[config.mk]
export PLATFORM = sky130hd
export DESIGN_NAME = mul_div_unit
export DESIGN_NICKNAME = d
export VERILOG_FILES = /design/src/rtl/mul_div_pkg.sv /design/src/rtl/mul_div_unit_booth_recoder.sv /design/src/rtl/mul_div_unit.sv
export SDC_FILE = /design/constraint.sdc
export NUM_CORES = 1
export LEC_CHECK = 0
export ABC_AREA = 1
export CELL_PAD_IN_SITES_DETAIL_PLACEMENT = 1
export CELL_PAD_IN_SITES_GLOBAL_PLACEMENT = 2
export CORE_MARGIN = 2
export CORE_UTILIZATION = 32
export CTS_CLUSTER_SIZE = 20
export DETAILED_ROUTE_END_ITERATION = 12
export PLACE_DENSITY_LB_ADDON = 0.1
export SYNTH_ARGS = -nofsm -noshare
export SYNTH_HDL_FRONTEND = slang
export SYNTH_SLANG_ARGS = --single-unit
[constraint.sdc]
create_clock -name clock -period 9.13 [get_ports clock]
set_clock_uncertainty 0.2 [all_clocks]
set_input_delay 0.913 -clock clock [delete_from_list [all_inputs] [get_ports clock]]
set_output_delay 0.913 -clock clock [all_outputs]
set_load 0.02 [all_outputs]
[src/rtl/mul_div_pkg.sv]
`default_nettype none
// +--------------------------------------------------------------------------+
// | mul_div_pkg : opcodes, FSM states and latencies for mul_div_unit         |
// | Optional build macro: MULDIV_RADIX4_MUL_EN    Rev 1.0                    |
// +--------------------------------------------------------------------------+
package mul_div_pkg;

  localparam int DEF_WIDTH = 32;

  // Shared with the ALU decode.
  localparam logic [4:0] OP_MUL = 5'b01110;
  localparam logic [4:0] OP_DIV = 5'b01111;

  typedef enum logic [2:0] {
    IDLE = 3'd0,
    MUL  = 3'd1,
    DIV  = 3'd2,
    FIX  = 3'd3,
    DONE = 3'd4
  } state_t;

`ifdef MULDIV_RADIX4_MUL_EN
  localparam bit RADIX4_MUL = 1'b1;
  localparam int LAT_MUL    = DEF_WIDTH / 2 + 1;
`else
  localparam bit RADIX4_MUL = 1'b0;
  localparam int LAT_MUL    = DEF_WIDTH + 1;
`endif

  // Cycles from the accept edge (cycle 0) to the first cycle with done high.
  localparam int LAT_DIV  = DEF_WIDTH + 2;
  localparam int LAT_DIV0 = 1;

endpackage
`default_nettype wire

[src/rtl/mul_div_unit_booth_recoder.sv]
`default_nettype none
// +--------------------------------------------------------------------------+
// | booth_recoder : Booth digit recoding into select / negate controls       |
// | Radix-2 takes {q0, q-1}; radix-4 takes {q1, q0, q-1}.   Rev 1.0          |
// +--------------------------------------------------------------------------+
module booth_recoder
  import mul_div_pkg::*;
#(
  parameter bit RADIX4 = 1'b0,
  parameter int BITS   = RADIX4 ? 3 : 2
) (
  input  logic [BITS-1:0] bits,
  output logic            sel_one,
  output logic            sel_two,
  output logic            neg
);

  generate
    if (RADIX4) begin : g_radix4
      always_comb begin
        sel_one = bits[1] ^ bits[0];
        sel_two = (bits == 3'b011) || (bits == 3'b100);
        neg     = bits[2] & ~(bits[1] & bits[0]);
      end
    end else begin : g_radix2
      always_comb begin
        sel_one = bits[1] ^ bits[0];
        sel_two = 1'b0;
        neg     = bits[1] & ~bits[0];
      end
    end
  endgenerate

endmodule
`default_nettype wire

[src/rtl/mul_div_unit.sv]
`default_nettype none
// +--------------------------------------------------------------------------+
// | mul_div_unit : multi-cycle signed Booth multiply / restoring divide      |
// | MULDIV_RADIX4_MUL_EN selects radix-4 multiply.          Rev 1.0          |
// +--------------------------------------------------------------------------+
module mul_div_unit
  import mul_div_pkg::*;
#(
  parameter int WIDTH = DEF_WIDTH
) (
  input  logic             clock,
  input  logic             clear,
  input  logic             start,
  input  logic [4:0]       opcode,
  input  logic [WIDTH-1:0] Ra,
  input  logic [WIDTH-1:0] Rb,
  output logic             busy,
  output logic             done,
  output logic [WIDTH-1:0] ZHI,
  output logic [WIDTH-1:0] ZLO,
  output logic             div_by_zero
);

  localparam int c_cnt_w  = $clog2(WIDTH);
  localparam bit c_radix4 = RADIX4_MUL;
  localparam int c_step   = c_radix4 ? 2 : 1;
  localparam int c_bits   = c_radix4 ? 3 : 2;
  localparam logic [c_cnt_w-1:0] c_mul_last = c_cnt_w'(WIDTH / c_step - 1);
  localparam logic [c_cnt_w-1:0] c_div_last = c_cnt_w'(WIDTH - 1);
  localparam logic [c_cnt_w-1:0] c_one      = c_cnt_w'(1);

  state_t               r_state;
  state_t               w_state_nxt;
  logic [c_cnt_w-1:0]   r_cnt;
  logic [WIDTH-1:0]     r_m;
  logic [WIDTH-1:0]     r_q;
  logic                 r_q1;
  logic [WIDTH+1:0]     r_acc;
  logic [WIDTH-1:0]     r_rem;
  logic                 r_sign_a;
  logic                 r_sign_b;
  logic [WIDTH-1:0]     r_zhi;
  logic [WIDTH-1:0]     r_zlo;
  logic                 r_dbz;

  logic                 w_op_valid;
  logic                 w_accept;
  logic                 w_rb_zero;

  assign w_op_valid = (opcode == OP_MUL) || (opcode == OP_DIV);
  assign w_accept   = (r_state == IDLE) && start && w_op_valid;
  assign w_rb_zero  = (Rb == '0);

  // ---------------------------------------------------------------- FSM
  always_ff @(posedge clock or posedge clear) begin
    if (clear) r_state <= IDLE;
    else       r_state <= w_state_nxt;
  end

  always_comb begin
    w_state_nxt = r_state;
    case (r_state)
      IDLE: begin
        if (w_accept) begin
          if (opcode == OP_MUL) w_state_nxt = MUL;
          else if (w_rb_zero)   w_state_nxt = DONE;
          else                  w_state_nxt = DIV;
        end
      end
      MUL:     if (r_cnt == '0) w_state_nxt = DONE;
      DIV:     if (r_cnt == '0) w_state_nxt = FIX;
      FIX:     w_state_nxt = DONE;
      DONE:    w_state_nxt = IDLE;
      default: w_state_nxt = IDLE;
    endcase
  end

  always_comb begin
    busy = (r_state == MUL) || (r_state == DIV) || (r_state == FIX);
    done = (r_state == DONE);
  end

  // ---------------------------------------------------------------- Booth multiply
  // Accumulator carries two guard bits so that A - M and A +/- 2M never overflow.
  logic [c_bits-1:0] w_booth_bits;
  logic              w_sel_one;
  logic              w_sel_two;
  logic              w_neg;
  logic [WIDTH+1:0]  w_m_ext;
  logic [WIDTH+1:0]  w_addend;
  logic [WIDTH+1:0]  w_sum;
  logic [WIDTH+1:0]  w_acc_nxt;
  logic [WIDTH-1:0]  w_q_nxt;
  logic              w_q1_nxt;

  generate
    if (c_radix4) begin : g_mul_r4
      assign w_booth_bits = {r_q[1:0], r_q1};
      assign w_acc_nxt    = {{2{w_sum[WIDTH+1]}}, w_sum[WIDTH+1:2]};
      assign w_q_nxt      = {w_sum[1:0], r_q[WIDTH-1:2]};
      assign w_q1_nxt     = r_q[1];
    end else begin : g_mul_r2
      assign w_booth_bits = {r_q[0], r_q1};
      assign w_acc_nxt    = {w_sum[WIDTH+1], w_sum[WIDTH+1:1]};
      assign w_q_nxt      = {w_sum[0], r_q[WIDTH-1:1]};
      assign w_q1_nxt     = r_q[0];
    end
  endgenerate

  booth_recoder #(
    .RADIX4 (c_radix4),
    .BITS   (c_bits)
  ) u_booth_recoder (
    .bits    (w_booth_bits),
    .sel_one (w_sel_one),
    .sel_two (w_sel_two),
    .neg     (w_neg)
  );

  assign w_m_ext = {{2{r_m[WIDTH-1]}}, r_m};

  always_comb begin
    w_addend = '0;
    if (w_sel_two)      w_addend = {w_m_ext[WIDTH:0], 1'b0};
    else if (w_sel_one) w_addend = w_m_ext;
  end

  assign w_sum = w_neg ? (r_acc - w_addend) : (r_acc + w_addend);

  // ---------------------------------------------------------------- restoring divide
  // r_q holds the dividend magnitude and fills with quotient bits from the right.
  logic [WIDTH:0]   w_rsh;
  logic             w_ge;
  logic [WIDTH-1:0] w_diff;
  logic [WIDTH-1:0] w_rem_nxt;
  logic [WIDTH-1:0] w_ra_mag;
  logic [WIDTH-1:0] w_rb_mag;
  logic [WIDTH-1:0] w_quo_fix;
  logic [WIDTH-1:0] w_rem_fix;

  assign w_rsh     = {r_rem, r_q[WIDTH-1]};
  assign w_ge      = (w_rsh >= {1'b0, r_m});
  assign w_diff    = w_rsh[WIDTH-1:0] - r_m;
  assign w_rem_nxt = w_ge ? w_diff : w_rsh[WIDTH-1:0];
  assign w_ra_mag  = Ra[WIDTH-1] ? -Ra : Ra;
  assign w_rb_mag  = Rb[WIDTH-1] ? -Rb : Rb;
  assign w_quo_fix = (r_sign_a ^ r_sign_b) ? -r_q : r_q;
  assign w_rem_fix = r_sign_a ? -r_rem : r_rem;

  // ---------------------------------------------------------------- datapath
  always_ff @(posedge clock or posedge clear) begin
    if (clear) begin
      r_cnt    <= '0;
      r_m      <= '0;
      r_q      <= '0;
      r_q1     <= 1'b0;
      r_acc    <= '0;
      r_rem    <= '0;
      r_sign_a <= 1'b0;
      r_sign_b <= 1'b0;
      r_zhi    <= '0;
      r_zlo    <= '0;
      r_dbz    <= 1'b0;
    end else begin
      case (r_state)
        IDLE: begin
          if (w_accept) begin
            r_dbz <= 1'b0;
            if (opcode == OP_MUL) begin
              r_m   <= Ra;
              r_q   <= Rb;
              r_q1  <= 1'b0;
              r_acc <= '0;
              r_cnt <= c_mul_last;
            end else if (w_rb_zero) begin
              r_zhi <= Ra;
              r_zlo <= '1;
              r_dbz <= 1'b1;
            end else begin
              r_m      <= w_rb_mag;
              r_q      <= w_ra_mag;
              r_rem    <= '0;
              r_sign_a <= Ra[WIDTH-1];
              r_sign_b <= Rb[WIDTH-1];
              r_cnt    <= c_div_last;
            end
          end
        end
        MUL: begin
          r_acc <= w_acc_nxt;
          r_q   <= w_q_nxt;
          r_q1  <= w_q1_nxt;
          r_cnt <= r_cnt - c_one;
          if (r_cnt == '0) begin
            r_zhi <= w_acc_nxt[WIDTH-1:0];
            r_zlo <= w_q_nxt;
          end
        end
        DIV: begin
          r_rem <= w_rem_nxt;
          r_q   <= {r_q[WIDTH-2:0], w_ge};
          r_cnt <= r_cnt - c_one;
        end
        FIX: begin
          r_zhi <= w_rem_fix;
          r_zlo <= w_quo_fix;
        end
        default: ;
      endcase
    end
  end

  assign ZHI         = r_zhi;
  assign ZLO         = r_zlo;
  assign div_by_zero = r_dbz;

endmodule
`default_nettype wire

# Word-level counts from Yosys, hierarchy flattened
# Index checks and enable logic that the tools add are counted.
dict set report totals {
  word_cells 110
  latch_bits 0
  regBits 206
  mem_count 0
  mem_bits_ro 0
  ram_bits 0
}
dict set report classes {
  n_addsub 8
  n_mux 45
  order_cmp 1
  n_eq_ne 15
  div 0
  mul 0
  n_reduce_logical 23
  shift 0
  bitwise 6
}
# operator n
set op_table {}
lappend op_table {{$mux 32} 21}
lappend op_table {{$pmux 32 s3} 3}
lappend op_table {{$mux 34} 4}
lappend op_table {{$neg 32->32} 4}
lappend op_table {{$pmux 34 s2} 1}
lappend op_table {{$pmux 32 s2} 1}
lappend op_table {{$add 34x34->34} 1}
lappend op_table {{$sub 34x34->34} 1}
lappend op_table {{$ge 33x32->1} 1}
lappend op_table {{$logic_not 32->1} 1}
lappend op_table {{$sub 32x32->32} 1}
lappend op_table {{$mux 3} 5}
lappend op_table {{$mux 5} 3}
lappend op_table {{$reduce_and 3->1} 5}
lappend op_table {{$ne 2x2->1 const B} 7}
lappend op_table {{$pmux 3 s4} 1}
lappend op_table {{$eq 5x4->1 const B} 2}
lappend op_table {{$pmux 5 s2} 1}
lappend op_table {{$reduce_and 4->1} 2}
lappend op_table {{$eq 3x2->1 const B} 2}
lappend op_table {{$reduce_bool 2->1} 3}
lappend op_table {{$reduce_bool 3->1} 2}
lappend op_table {{$logic_not 5->1} 1}
lappend op_table {{$reduce_and 5->1} 1}
lappend op_table {{15 further kinds} 24}

# Longest topological paths before layout
dict set report logic_depth {
  word_depth 6
  ltp_mapped 31
  depth_no_buf 30
}

# Modules after synthesis
# A second synthesis with hierarchy kept.
dict set report hier_totals {
  cells_unflattened 3208
  area_unflattened_um2 19666.4
}
# module n_inst cells_per_inst area_each_um2
set modules_own_cells {}
lappend modules_own_cells {mul_div_unit 1 3203 19635.1}
lappend modules_own_cells {booth_recoder 1 5 31.3}

# Worst setup path before layout
# No wires, ideal clock.
dict set report synth_timing {
  kind {register to register}
  start {register r_q[0]}
  end {register r_zhi[31], in the netlist ZHI[31]}
  arrival_ps 3256
  setup_time_ps 115
  path_stages_with_launch 25
  setup_slack_ps 5558
  synth_period_minus_slack_ps 3572
  path_cell_list {dfrtp_1 -> ha_1 -> inv_2 -> nand2_1 -> ha_1 -> a21boi_1 -> nand4_1 -> nor2_2 -> nand2_1 -> nor2_2 -> nand3_1 -> nand2_1 -> nand2_1 -> nand2_1 -> inv_1 -> ha_1 -> inv_1 -> nor3_1 -> nand2_1 -> nor2_1 -> nand2_1 -> a21oi_1 -> nor2_1 -> nor2_1 -> nor2_1}
}
dict set report synth_via {
  elab_chain_cells 6
}
# element line_no
set synth_rtl {}
lappend synth_rtl {{start: declaration} mul_div_unit.sv:36} ;# logic [WIDTH-1:0] r_q;
lappend synth_rtl {{start signal: assignment} mul_div_unit.sv:171} ;# r_q <= Rb;
lappend synth_rtl {{start signal: assignment} mul_div_unit.sv:181} ;# r_q <= w_ra_mag;
lappend synth_rtl {{start signal: assignment} mul_div_unit.sv:191} ;# r_q <= w_q_nxt;
lappend synth_rtl {{$xor 1x1->1} mul_div_unit_booth_recoder.sv:27} ;# sel_one = bits[1] ^ bits[0];
lappend synth_rtl {{$mux 34} mul_div_unit.sv:125} ;# else if (w_sel_one) w_addend = w_m_ext;
lappend synth_rtl {{$add 34x34->34 / $sub 34x34->34 (equally long branches)} mul_div_unit.sv:128} ;# assign w_sum = w_neg ? (r_acc - w_addend) : (r_acc + w_addend);
lappend synth_rtl {{$mux 34 *} mul_div_unit.sv:128}
lappend synth_rtl {{$mux 32 *} mul_div_unit.sv:194} ;# if (r_cnt == '0) begin
lappend synth_rtl {{$pmux 32 s3 *} mul_div_unit.sv:165} ;# case (r_state)
lappend synth_rtl {{end signal: assignment} mul_div_unit.sv:176} ;# r_zhi <= Ra;
lappend synth_rtl {{end signal: assignment} mul_div_unit.sv:195} ;# r_zhi <= w_acc_nxt[WIDTH-1:0];
lappend synth_rtl {{end signal: assignment} mul_div_unit.sv:205} ;# r_zhi <= w_rem_fix;
lappend synth_rtl {{end: declaration} mul_div_unit.sv:42} ;# logic [WIDTH-1:0] r_zhi;
# Every way passes the cells marked *; elsewhere a longest branch is shown, timed or not. The select of a mux whose other input is x is not followed.
# A chain may end at the register's enable or synchronous reset.

# Final worst setup path
dict set report layout_timing {
  start {register r_q1}
  end {register r_zhi[4], in the netlist ZHI[4]}
}
dict set report layout_via {
  elab_chain_cells 6
}
# element line_no
set layout_rtl {}
lappend layout_rtl {{start: declaration} mul_div_unit.sv:37} ;# logic r_q1;
lappend layout_rtl {{start signal: assignment} mul_div_unit.sv:192} ;# r_q1 <= w_q1_nxt;
lappend layout_rtl {{$xor 1x1->1} mul_div_unit_booth_recoder.sv:27}
lappend layout_rtl {{$mux 34} mul_div_unit.sv:125}
lappend layout_rtl {{$add 34x34->34 / $sub 34x34->34 (equally long branches)} mul_div_unit.sv:128}
lappend layout_rtl {{$mux 34 *} mul_div_unit.sv:128}
lappend layout_rtl {{$mux 32 *} mul_div_unit.sv:194}
lappend layout_rtl {{$pmux 32 s3 *} mul_div_unit.sv:165}
# Marks and branches as above.

==> impl_metrics.csv <==
group,metric,value,unit
synth,yosysWarnings,0,
critical_path,slowest_stage,"clkinv_1",
clock_tree,postCtsSetupBuffers,0,
timing,fmax,209.6,MHz
critical_path,critPathBufInv,3,
timing,period_needed,4.771,ns
synth,ys.flop_type,"dfrtp_1",
final_layout,layout-area-overhead-vs-synth,15.14,%
route,wl_per_cell,22.16,um
clock_tree,clk_pin_slew,0.06,ns
critical_path,crit_chain,"inv_1, ha_1, clkinv_1, o21ai_0, inv_1, ha_1, nand3_1, nand2_1, nand2_1, nand2_1, o21ai_0, o211ai_1, nand2_1, nand2_1",
timing,finalHoldViolations,0,
route,route.vias.total,23280,
clock_tree,cts_hold_buf,0,
grt,busiest_layer,"met2",
critical_path,crit_arrival,5.05,ns
critical_path,cp_top_family,"compound AO/OA/AOI/OAI gates",
synth,syn_nets,3624,
route,dr.pass1.iters,7,
critical_path,cp-start-kind,"flop",
synth,synth-simple-area-share,42.39,%
synth,synth_cell_type_count,48,
grt,use_met2,46.21,%
synth,synthAdderAreaFrac,4.741,%
clock_tree,cts_tree,"yes",
critical_path,critPathMostFrequentCell,"nand2_1",
clock_tree,clock-root-buffer,"clkbuf_16",
final_layout,final_cell_mix,"nand2_1 (1219), inv_1 (497), nor2_1 (351)",
timing,tightest_slew,0.9390,ns
route,via_per_inst,5.266,
timing,rsz0062_at_grt,"no",
critical_path,worst_ep_required_time,9.41,ns
synth,async_reset_ff_share,100.0,%
grt,met1_usage,44.51,%
synth,syn_area_per_cell,5.784,um2
critical_path,crit_type,"reg -> reg",
outcome,status,"completed",
synth,syn_area,20110,um2
grt,overflow,0,
floorplanning,initial_core_util,32.47,%
critical_path,worst_setup_path_end_kind,"flop",
final_layout,layout_commonest_cell,"nand2_1",
synth,synth_edf_count,0,
route,finalWirelength,97.93,mm
synth,yosys_register_bits,205,
place,hpwl,79.61,mm
place,gp_congestion,0.9243,
timing,finalSetupViolCount,0,
clock_tree,cts-resized-gates,0,
place,io_buffers,138,
timing,finalMaxSlewViolations,0,
grt,grt_usage,29.86,%
synth,synth_mux_area_share,0,%
run,maxCapViolations,0,
grt,grt_pass1_wl,145.6,mm
synth,ys_seq_area_share,25.51,%
clock_tree,numCtsBuffers,28,
floorplanning,dieArea,64870,um2
route,drt_iter0_drc,1885,
floorplanning,die_h,254.7,um
timing,tns,0,ns
clock_tree,h-tree-depth,1,
grt,antenna_found_initial,3,
synth,synthCells,3477,
grt,grt_pass1_vias,22900,
clock_tree,clock-sinks,205,
floorplanning,die_w,254.7,um
final_layout,drive_gt1_share,3.433,%
min_path,hold_class,"reg -> reg",
floorplanning,rows,91,
critical_path,worst-path-max-fanout,28,
clock_tree,clk_latency,0.60,ns
final_layout,fin_nets,3708,
floorplanning,core_area,61940,um2
timing,relSlewSlack,37.40,%
final_layout,diodes,0,
synth,synth_compound_area_share,12.49,%
route,route.detailed.drc,0,
grt,grt_max_degree,83,
synth,synth_top_family_by_area,"simple AND/OR/NAND/NOR gates",
timing,finalCritPeriodShare,52.25,%
synth,synth_xor_area_share,2.744,%
grt,grt_use_met3,2.654,%
route,postRouteAntennaNets,0,
critical_path,critPathMaxStageDelay,0.82,ns
floorplanning,ioPinCount,139,
clock_tree,clockBufferDepth,3,
==> cells by family after synthesis <==
logic type,count (synthesis)
AOI/OAI and AO/OA,456
xor gates and xnor gates,63
adders and majority gates,75
buffers and inverters,624
DFF,205
and+or+nand+nor,2054
==> layout make-up <==
class                           instances  area [um2]
Clock buffer                           40       805.8
Clock inverter                         12       120.1
Fill cell                            8451       38780
Inverter                              517        1951
Multi-Input combinational cell       2648       12550
Sequential cell                       205        5130
Tap cell                              837        1047
Timing Repair Buffer                  161        1554
==> stage by stage <==
stage / hold slack, ns / utilization, % / instances / cell area (um2) / worst slack, ns
2_1_floorplan: 0.2483 / - / 3477 / 20110 / 2.421
3_3_place_gp: 0.2615 / 35.89 / 4368 / 22230 / 4.482
3_5_place_dp: 0.2644 / 35.89 / 4368 / 22230 / 4.460
4_1_cts: 0.2797 / 37.38 / 4420 / 23160 / 4.430
5_1_grt: 0.2995 / 37.38 / 4420 / 23160 / 3.949
6_report: 0.2726 / 37.38 / 4420 / 23160 / 4.359
==> registers in the layout, indices dropped and copies added, names as in the netlist <==
register and flops:
ZHI 32, r_m 32, r_sign_a 1, r_acc 33
div_by_zero 1, r_q1 1, r_state 3, r_sign_b 1
r_q 32, r_rem 32, ZLO 32, r_cnt 5
==> cell usage after synthesis (all sizes together), types with 11 or more instances <==
master	count	area (um2)
a21oi	142	714.4
buf	51	285.3
clkbuf	56	210.2
dfrtp	205	5130
ha	73	913.4
inv	512	1924
nand2	1227	4626
nand3	336	1699
nand3b	22	165.2
nand4	34	212.7
nor2	365	1420
nor3	33	170.2
o211ai	29	217.7
o21ai	211	1060
o21bai	11	82.58
o22ai	26	162.7
or2	31	193.9
xnor2	24	210.2
xor2	39	341.6
==> per-layer routing <==
layer | vias to the layer above | routed length (um)
met1 | 11450 | 47890
li1 | 11170 | -
met3 | 91 | 4967
met2 | 562 | 42710
met5 | - | 10
met4 | 2 | 2344
==> worst min-delay path: stages (launching register included) <==
cell     delay, ns
dfrtp_1       0.34
nand2_1       0.05
nand2_1       0.05
==> worst paths after layout <==
kind | startpoint | endpoint | slack [ns] | depth (start not counted)
worst max-delay path | r_q1 | ZHI[4] | 4.36 | 14
worst min-delay path | ZLO[16] | ZLO[16] | 0.27 | 2
worst max register to register | r_q1 | ZHI[4] | 4.36 | 14
worst min register to register | ZLO[16] | ZLO[16] | 0.27 | 2
max in group asynchronous | clear | r_m[30] | 6.74 | 3
min in group asynchronous | clear | ZHI[26] | 0.60 | 2
Power is not shown: default switching activity piles up to over one toggle a cycle in this logic, so the estimate is an artifact.
